<file path="config.mk">
export PLATFORM = sky130hd
export DESIGN_NAME = param_bank
export DESIGN_NICKNAME = d
export VERILOG_FILES = /design/src/rtl/param_bank.sv
export SDC_FILE = /design/constraint.sdc
export NUM_CORES = 1
export LEC_CHECK = 0
export ABC_AREA = 1
export BUFFER_PORTS_ARGS = -buffer_cell sky130_fd_sc_hd__buf_2
export CAP_MARGIN = 0
export CORE_MARGIN = 3
export CORE_UTILIZATION = 60
export CTS_CLUSTER_SIZE = 25
export DETAILED_ROUTE_END_ITERATION = 7
export HOLD_SLACK_MARGIN = 0.15
export PLACE_DENSITY = 0.72
export SYNTH_ARGS = -nofsm -noshare
export SYNTH_HDL_FRONTEND = slang
export SYNTH_SLANG_ARGS = --single-unit
</file>
<file path="constraint.sdc">
create_clock -name clk -period 2.4 [get_ports clk]
set_input_delay 0.12 -clock clk [delete_from_list [all_inputs] [get_ports clk]]
set_output_delay 0.12 -clock clk [all_outputs]
set_load 0.005 [all_outputs]
</file>
<file path="src/rtl/param_bank.sv">
`default_nettype none
// ============================================================================
// Module   : param_bank
// Purpose  : Double-buffered 60-byte parameter frame store with sequence-checked
//            commit and renderer-synchronised swap. Optional PARAM_BANK_CHECKSUM_EN.
// Revision : 1.0
// ============================================================================
module param_bank #(
   parameter int NBYTES = 60,
   parameter int IDXW   = 7,
   parameter int AW     = 5
) (
   input  logic            clk,
   input  logic            reset,
   input  logic            wr_en,
   input  logic [IDXW-1:0] wr_idx,
   input  logic [7:0]      wr_data,
   input  logic            frame_done,
   input  logic            swap_req,
   input  logic [AW-1:0]   rd_addr,
   output logic [15:0]     rd_data,
   output logic            frame_valid,
   output logic            pending,
   output logic            seq_err,
   output logic [7:0]      frames_committed
);
   localparam int NWORDS = NBYTES / 2;
   localparam int BW     = $clog2(NBYTES);
   localparam logic [IDXW-1:0] C_NBYTES = IDXW'(NBYTES);
   localparam logic [IDXW-1:0] C_ONE    = IDXW'(1);
   localparam logic [AW:0]     C_NWORDS = (AW+1)'(NWORDS);

   logic [7:0]      r_bank0 [0:NBYTES-1];
   logic [7:0]      r_bank1 [0:NBYTES-1];
   logic            r_front;
   logic            r_pending;
   logic            r_frame_valid;
   logic            r_seq_err;
   logic [7:0]      r_frames;
   logic [IDXW-1:0] r_exp;
   logic            r_ferr;
   logic [15:0]     r_rd_data;

   logic            w_swap;
   logic            w_front_nxt;
   logic            w_idx_ok;
   logic [BW-1:0]   w_wr_byte;
   logic            w_csum_ok;
   logic            w_commit_ok;
   logic [IDXW-1:0] w_exp_nxt;
   logic            w_ferr_nxt;
   logic            w_pending_nxt;
   logic            w_rd_in_range;
   logic [AW-1:0]   w_ra;
   logic [BW-1:0]   w_rd_lo;
   logic [BW-1:0]   w_rd_hi;
   logic [15:0]     w_rd_word;

   // Front select after this edge; both the write target and the read source follow it.
   assign w_swap      = swap_req & r_pending;
   assign w_front_nxt = r_front ^ w_swap;
   assign w_idx_ok    = (wr_idx < C_NBYTES);
   assign w_wr_byte   = BW'(wr_idx);
   assign w_commit_ok = ~r_ferr & (r_exp == C_NBYTES) & w_csum_ok;

`ifdef PARAM_BANK_CHECKSUM_EN
   localparam logic [IDXW-1:0] C_LAST = IDXW'(NBYTES - 1);
   logic [7:0] r_csum;
   logic [7:0] r_last;
   logic [7:0] w_csum_nxt;
   logic [7:0] w_last_nxt;

   always_comb begin
      w_csum_nxt = r_csum;
      w_last_nxt = r_last;
      if (wr_en) begin
         if (wr_idx == '0)
            w_csum_nxt = wr_data;
         else if (wr_idx < C_LAST)
            w_csum_nxt = r_csum ^ wr_data;
         else if (wr_idx == C_LAST)
            w_last_nxt = wr_data;
      end
   end

   always_ff @(posedge clk) begin
      if (reset) begin
         r_csum <= 8'h00;
         r_last <= 8'h00;
      end else begin
         r_csum <= w_csum_nxt;
         r_last <= w_last_nxt;
      end
   end

   assign w_csum_ok = (r_last == r_csum);
`else
   assign w_csum_ok = 1'b1;
`endif

   always_comb begin
      w_exp_nxt     = r_exp;
      w_ferr_nxt    = r_ferr;
      w_pending_nxt = r_pending;
      if (frame_done) begin
         w_exp_nxt  = '0;
         w_ferr_nxt = 1'b0;
      end
      if (wr_en) begin
         if (wr_idx == '0) begin
            w_exp_nxt  = C_ONE;
            w_ferr_nxt = 1'b0;
         end else begin
            if (wr_idx == r_exp)
               w_exp_nxt = r_exp + C_ONE;
            else
               w_ferr_nxt = 1'b1;
            if (!w_idx_ok)
               w_ferr_nxt = 1'b1;
         end
      end
      // A fresh idx-0 start supersedes an unswapped frame; a new commit wins last.
      if (w_swap)
         w_pending_nxt = 1'b0;
      if (wr_en && (wr_idx == '0))
         w_pending_nxt = 1'b0;
      if (frame_done && w_commit_ok)
         w_pending_nxt = 1'b1;
   end

   always_ff @(posedge clk) begin
      if (reset) begin
         r_front       <= 1'b0;
         r_pending     <= 1'b0;
         r_frame_valid <= 1'b0;
         r_seq_err     <= 1'b0;
         r_frames      <= 8'h00;
         r_exp         <= '0;
         r_ferr        <= 1'b0;
         r_rd_data     <= 16'h0000;
      end else begin
         r_front   <= w_front_nxt;
         r_pending <= w_pending_nxt;
         r_seq_err <= frame_done & ~w_commit_ok;
         r_exp     <= w_exp_nxt;
         r_ferr    <= w_ferr_nxt;
         r_rd_data <= w_rd_in_range ? w_rd_word : 16'h0000;
         if (w_swap) begin
            r_frame_valid <= 1'b1;
            r_frames      <= r_frames + 8'd1;
         end
      end
   end

   always_ff @(posedge clk) begin
      if (!reset && wr_en && w_idx_ok) begin
         if (w_front_nxt)
            r_bank0[w_wr_byte] <= wr_data;
         else
            r_bank1[w_wr_byte] <= wr_data;
      end
   end

   assign w_rd_in_range = ({1'b0, rd_addr} < C_NWORDS);
   assign w_ra          = w_rd_in_range ? rd_addr : '0;
   assign w_rd_lo       = BW'({w_ra, 1'b0});
   assign w_rd_hi       = BW'({w_ra, 1'b1});
   assign w_rd_word     = w_front_nxt ? {r_bank1[w_rd_hi], r_bank1[w_rd_lo]}
                                      : {r_bank0[w_rd_hi], r_bank0[w_rd_lo]};

   assign rd_data          = r_rd_data;
   assign frame_valid      = r_frame_valid;
   assign pending          = r_pending;
   assign seq_err          = r_seq_err;
   assign frames_committed = r_frames;
endmodule
`default_nettype wire

</file>
==> results by group <==
Cells and area
  • ANT cells: 0
  • Net count reported at finish: 4066
  • Share of cells above drive strength 1: 11.72%
  • Layout area overhead: 13.24%
  • Final Instance Area: 48570 sq um
  • Fillers: 5039

CTS
  • CTS root buf: clkbuf_16
  • Cts bufs inserted: 98
  • Clk buf depth: 3
  • H-Tree Level Count: 3
  • Buffer count from post-CTS setup fixing: 0
  • Clock sinks: 996
  • Clock transition at path regs: 0.06 ns
  • Worst skew pair latency: 0.65 ns
  • CTS tree: yes

Global routing
  • GRT Residual Overflow: 0
  • First-pass GRT wire length: 169700 um
  • Antenna violations before repair: 2
  • Gr usage total: 30.10%
  • Pin count of the biggest net entering global routing: 121
  • Vias in the first global route: 28088

Yosys
  • Largest family of logic cells by synthesized area: simple AND/OR/NAND/NOR gates
  • Synth Area per Inst: 10.90 sq um
  • XOR/XNOR Fraction of Synth Area: 0.1225%
  • Synth top area share: 67.22%
  • YS warnings: 0
  • Simple-gate share of the synthesized area: 19.42%
  • Mux cell area share after synthesis: 0%
  • Register area share after synthesis: 68.90%
  • Synthesized cell area: 42890 sq um
  • Cell accounting for the most synthesized area: edfxtp_1
  • Adder-cell share of the synthesized area: 0.08752%
  • Compound-gate portion of the synthesized area: 4.353%
  • Synth area leaders: edfxtp_1, nand3_1, nand2_1
  • Syn Nets: 3964
  • Synth Instances: 3936
  • Seq cells post-synth: 996
  • Cell variety after synth: 31

Timing
  • Pin slew with the least headroom to its limit: 0.8897 ns
  • Final hold violations: 0
  • Worst Skew: 0.02289 ns
  • Relative slew margins: 40.47%
  • Max Clk Rate: 436.0 MHz
  • Setup_tns: 0 ns
  • Final Slew Violations: 0
  • RSZ-0062 raised after global routing: false
  • Worst hold slack: 0.2154 ns
  • Minimum clock period: 2.293 ns
  • Fin crit share: 95.56%
  • Final setup vio count: 0

Floorplanning
  • IO Count: 52
  • Height of the chip: 273.4 um
  • Core ar.: 70390 sq um
  • Die W: 273.4 um
  • Starting Density: 60.93%
  • Row cnt: 97
  • Die footprint: 74730 sq um

Power and ir drop
  • Pleak: 18.65 nW
  • Power density over the cells: 764.8 nW/um^2
  • VDD IR max: 695.3 uV

Job
  • Max cap viols: 0

Run status
  • Status: complete, no violations

Place
  • Final HPWL DP: 67170 um
  • Placed cell areas: 45130 sq um
  • GPL Wtd Cong: 0.9084
  • IO buf count: 51

Route
  • DRT Pass-1 Iters: 6
  • Wire per inst: 22.09 um
  • Vias post-DR: 29613
  • Drt total wl: 111800 um
  • Final ANT Viol Nets: 0
  • DRC viols: 0
  • Iter 0 DRT Violations: 3909
  • Via density: 5.851

Critical path
  • CP Data Required Time: 2.99 ns
  • CP Capture Type: register
  • CP Max Fanout: 5
  • Critical path arrival: 2.88 ns
  • CP Class: reg -> reg
  • Startpoint types: register

Worst hold path
  • Worst hold path type: in -> reg
==> worst max-delay path, stage by stage (launching register included) <==
cell and delay (ns):
dfxtp_2 0.34, inv_1 0.14, ha_1 0.17, nand2_1 0.06
nor3_2 0.21, a32oi_1 0.10, dlygate4sd3_1 0.58, nor2_1 0.08
dlygate4sd3_1 0.54
==> routing by layer <==
metal / track usage [%] / routed length (um) / vias up / part of all wire, %
met4: 9.944 / 3262 / 0 / 2.9
met2: 46.54 / 51540 / 1628 / 46
met5: 0 / 0 / - / 0
met1: 43.24 / 44490 / 14148 / 40
met3: 6.153 / 12510 / 216 / 11
li1: - / - / 13621 / -
==> sequential cells by signal (all words and copies together) (netlist names) <==
name	flops
frame_valid	1
frames_committed	8
pending	1
r_bank0	480
r_bank1	480
r_exp	7
r_ferr	1
r_front	1
rd_data	16
seq_err	1
==> cell families (layout without fill, tap and decap cells) <==
kind of cell / count (synthesis) / count (layout)
simple gates: 1878 / 1878
xor+xnor: 6 / 6
buf+inv: 756 / 941
fa+ha+maj: 3 / 3
flops: 996 / 996
compound gates: 297 / 297
==> cells in the final DEF, fill, tap and decap left out, types with 8 or more instances in the layout <==
cell type,n
edfxtp_1,960
nand3_1,680
nand2_1,574
inv_1,512
nor2_1,457
buf_4,134
clkbuf_16,99
o2111ai_1,97
o21ai_0,96
or2_2,96
a21oi_1,90
buf_12,44
buf_2,41
dfxtp_1,33
nand3b_1,32
nor3_1,21
dlygate4sd3_1,21
clkinv_2,20
clkinv_1,19
clkbuf_1,17
bufinv_16,10
o21ai_1,9
clkinvlp_4,8
==> path summary, 6_finish.rpt <==
kind | from | cells after the start | slack [ns] | end
hold reg to reg | frames_committed[7] | 2 | 0.46 | frames_committed[7]
hold / removal | wr_idx[4] | 8 | 0.22 | r_exp[2]
setup reg to reg | r_exp[0] | 8 | 0.11 | pending
setup / recovery | r_exp[0] | 8 | 0.11 | pending
==> report_power, final <==
group	total [mW]	internal (mW)	switching [mW]	leakage, nW
logic	2.62	0.770	1.85	8.17
clock network	15.4	8.83	6.55	1.56
registers	19.1	19.1	0.0625	8.92
==> synthesized netlist by cell type <==
| cell type | number |
|---|---|
| a211oi_1 | 1 |
| buf_4 | 6 |
| and3_1 | 1 |
| clkbuf_1 | 74 |
| nand2_2 | 2 |
| o21ai_1 | 9 |
| o21ai_2 | 1 |
| ha_1 | 3 |
| clkinv_1 | 1 |
| nor3b_1 | 1 |
| nand3_1 | 681 |
| edfxtp_1 | 960 |
| inv_1 | 512 |
| nand3b_1 | 32 |
| or2_2 | 96 |
| o2111ai_1 | 97 |
| xor2_1 | 6 |
| nor3_1 | 22 |
| buf_2 | 154 |
| o211ai_1 | 1 |
| nand4_1 | 6 |
| nand2_4 | 2 |
| inv_2 | 4 |
| nand2_1 | 577 |
| o21ai_0 | 96 |
| dfxtp_1 | 36 |
| a311oi_1 | 1 |
| a21oi_1 | 90 |
| a32oi_1 | 1 |
| buf_1 | 5 |
| nor2_1 | 458 |
==> layout make-up <==
cell class / count / area (sq um) / area share, %
repair buffers: 241 / 2317 / 4.771
multi-input cells: 2184 / 10360 / 21.34
well taps: 940 / 1176 / 2.422
clock inverters: 62 / 606.8 / 1.249
inverters: 517 / 1943 / 4.001
flip-flops and latches: 996 / 29550 / 60.85
clock buffers: 121 / 2610 / 5.374
==> through the flow <==
stage	setup slack [ns]	instances	power (mW)	util (%)
final	0.1066	5061	37.15	69.00
after global routing	0.005997	5061	38.16	69.00
after CTS	0.07704	5061	37.20	68.98
after detailed placement	-0.01109	4857	22.06	64.11
after global placement	0.02423	4857	22.03	64.11
after floorplan	0.2852	3936	20.81	-
==> timing repair <==
item	4_1_cts	5_1_grt
setup endpoints to repair	0	2
hold buffers	21	0
endpoints found under the hold margin	442	0
gates resized for setup	0	5
Power figures use the tool's default switching activity.
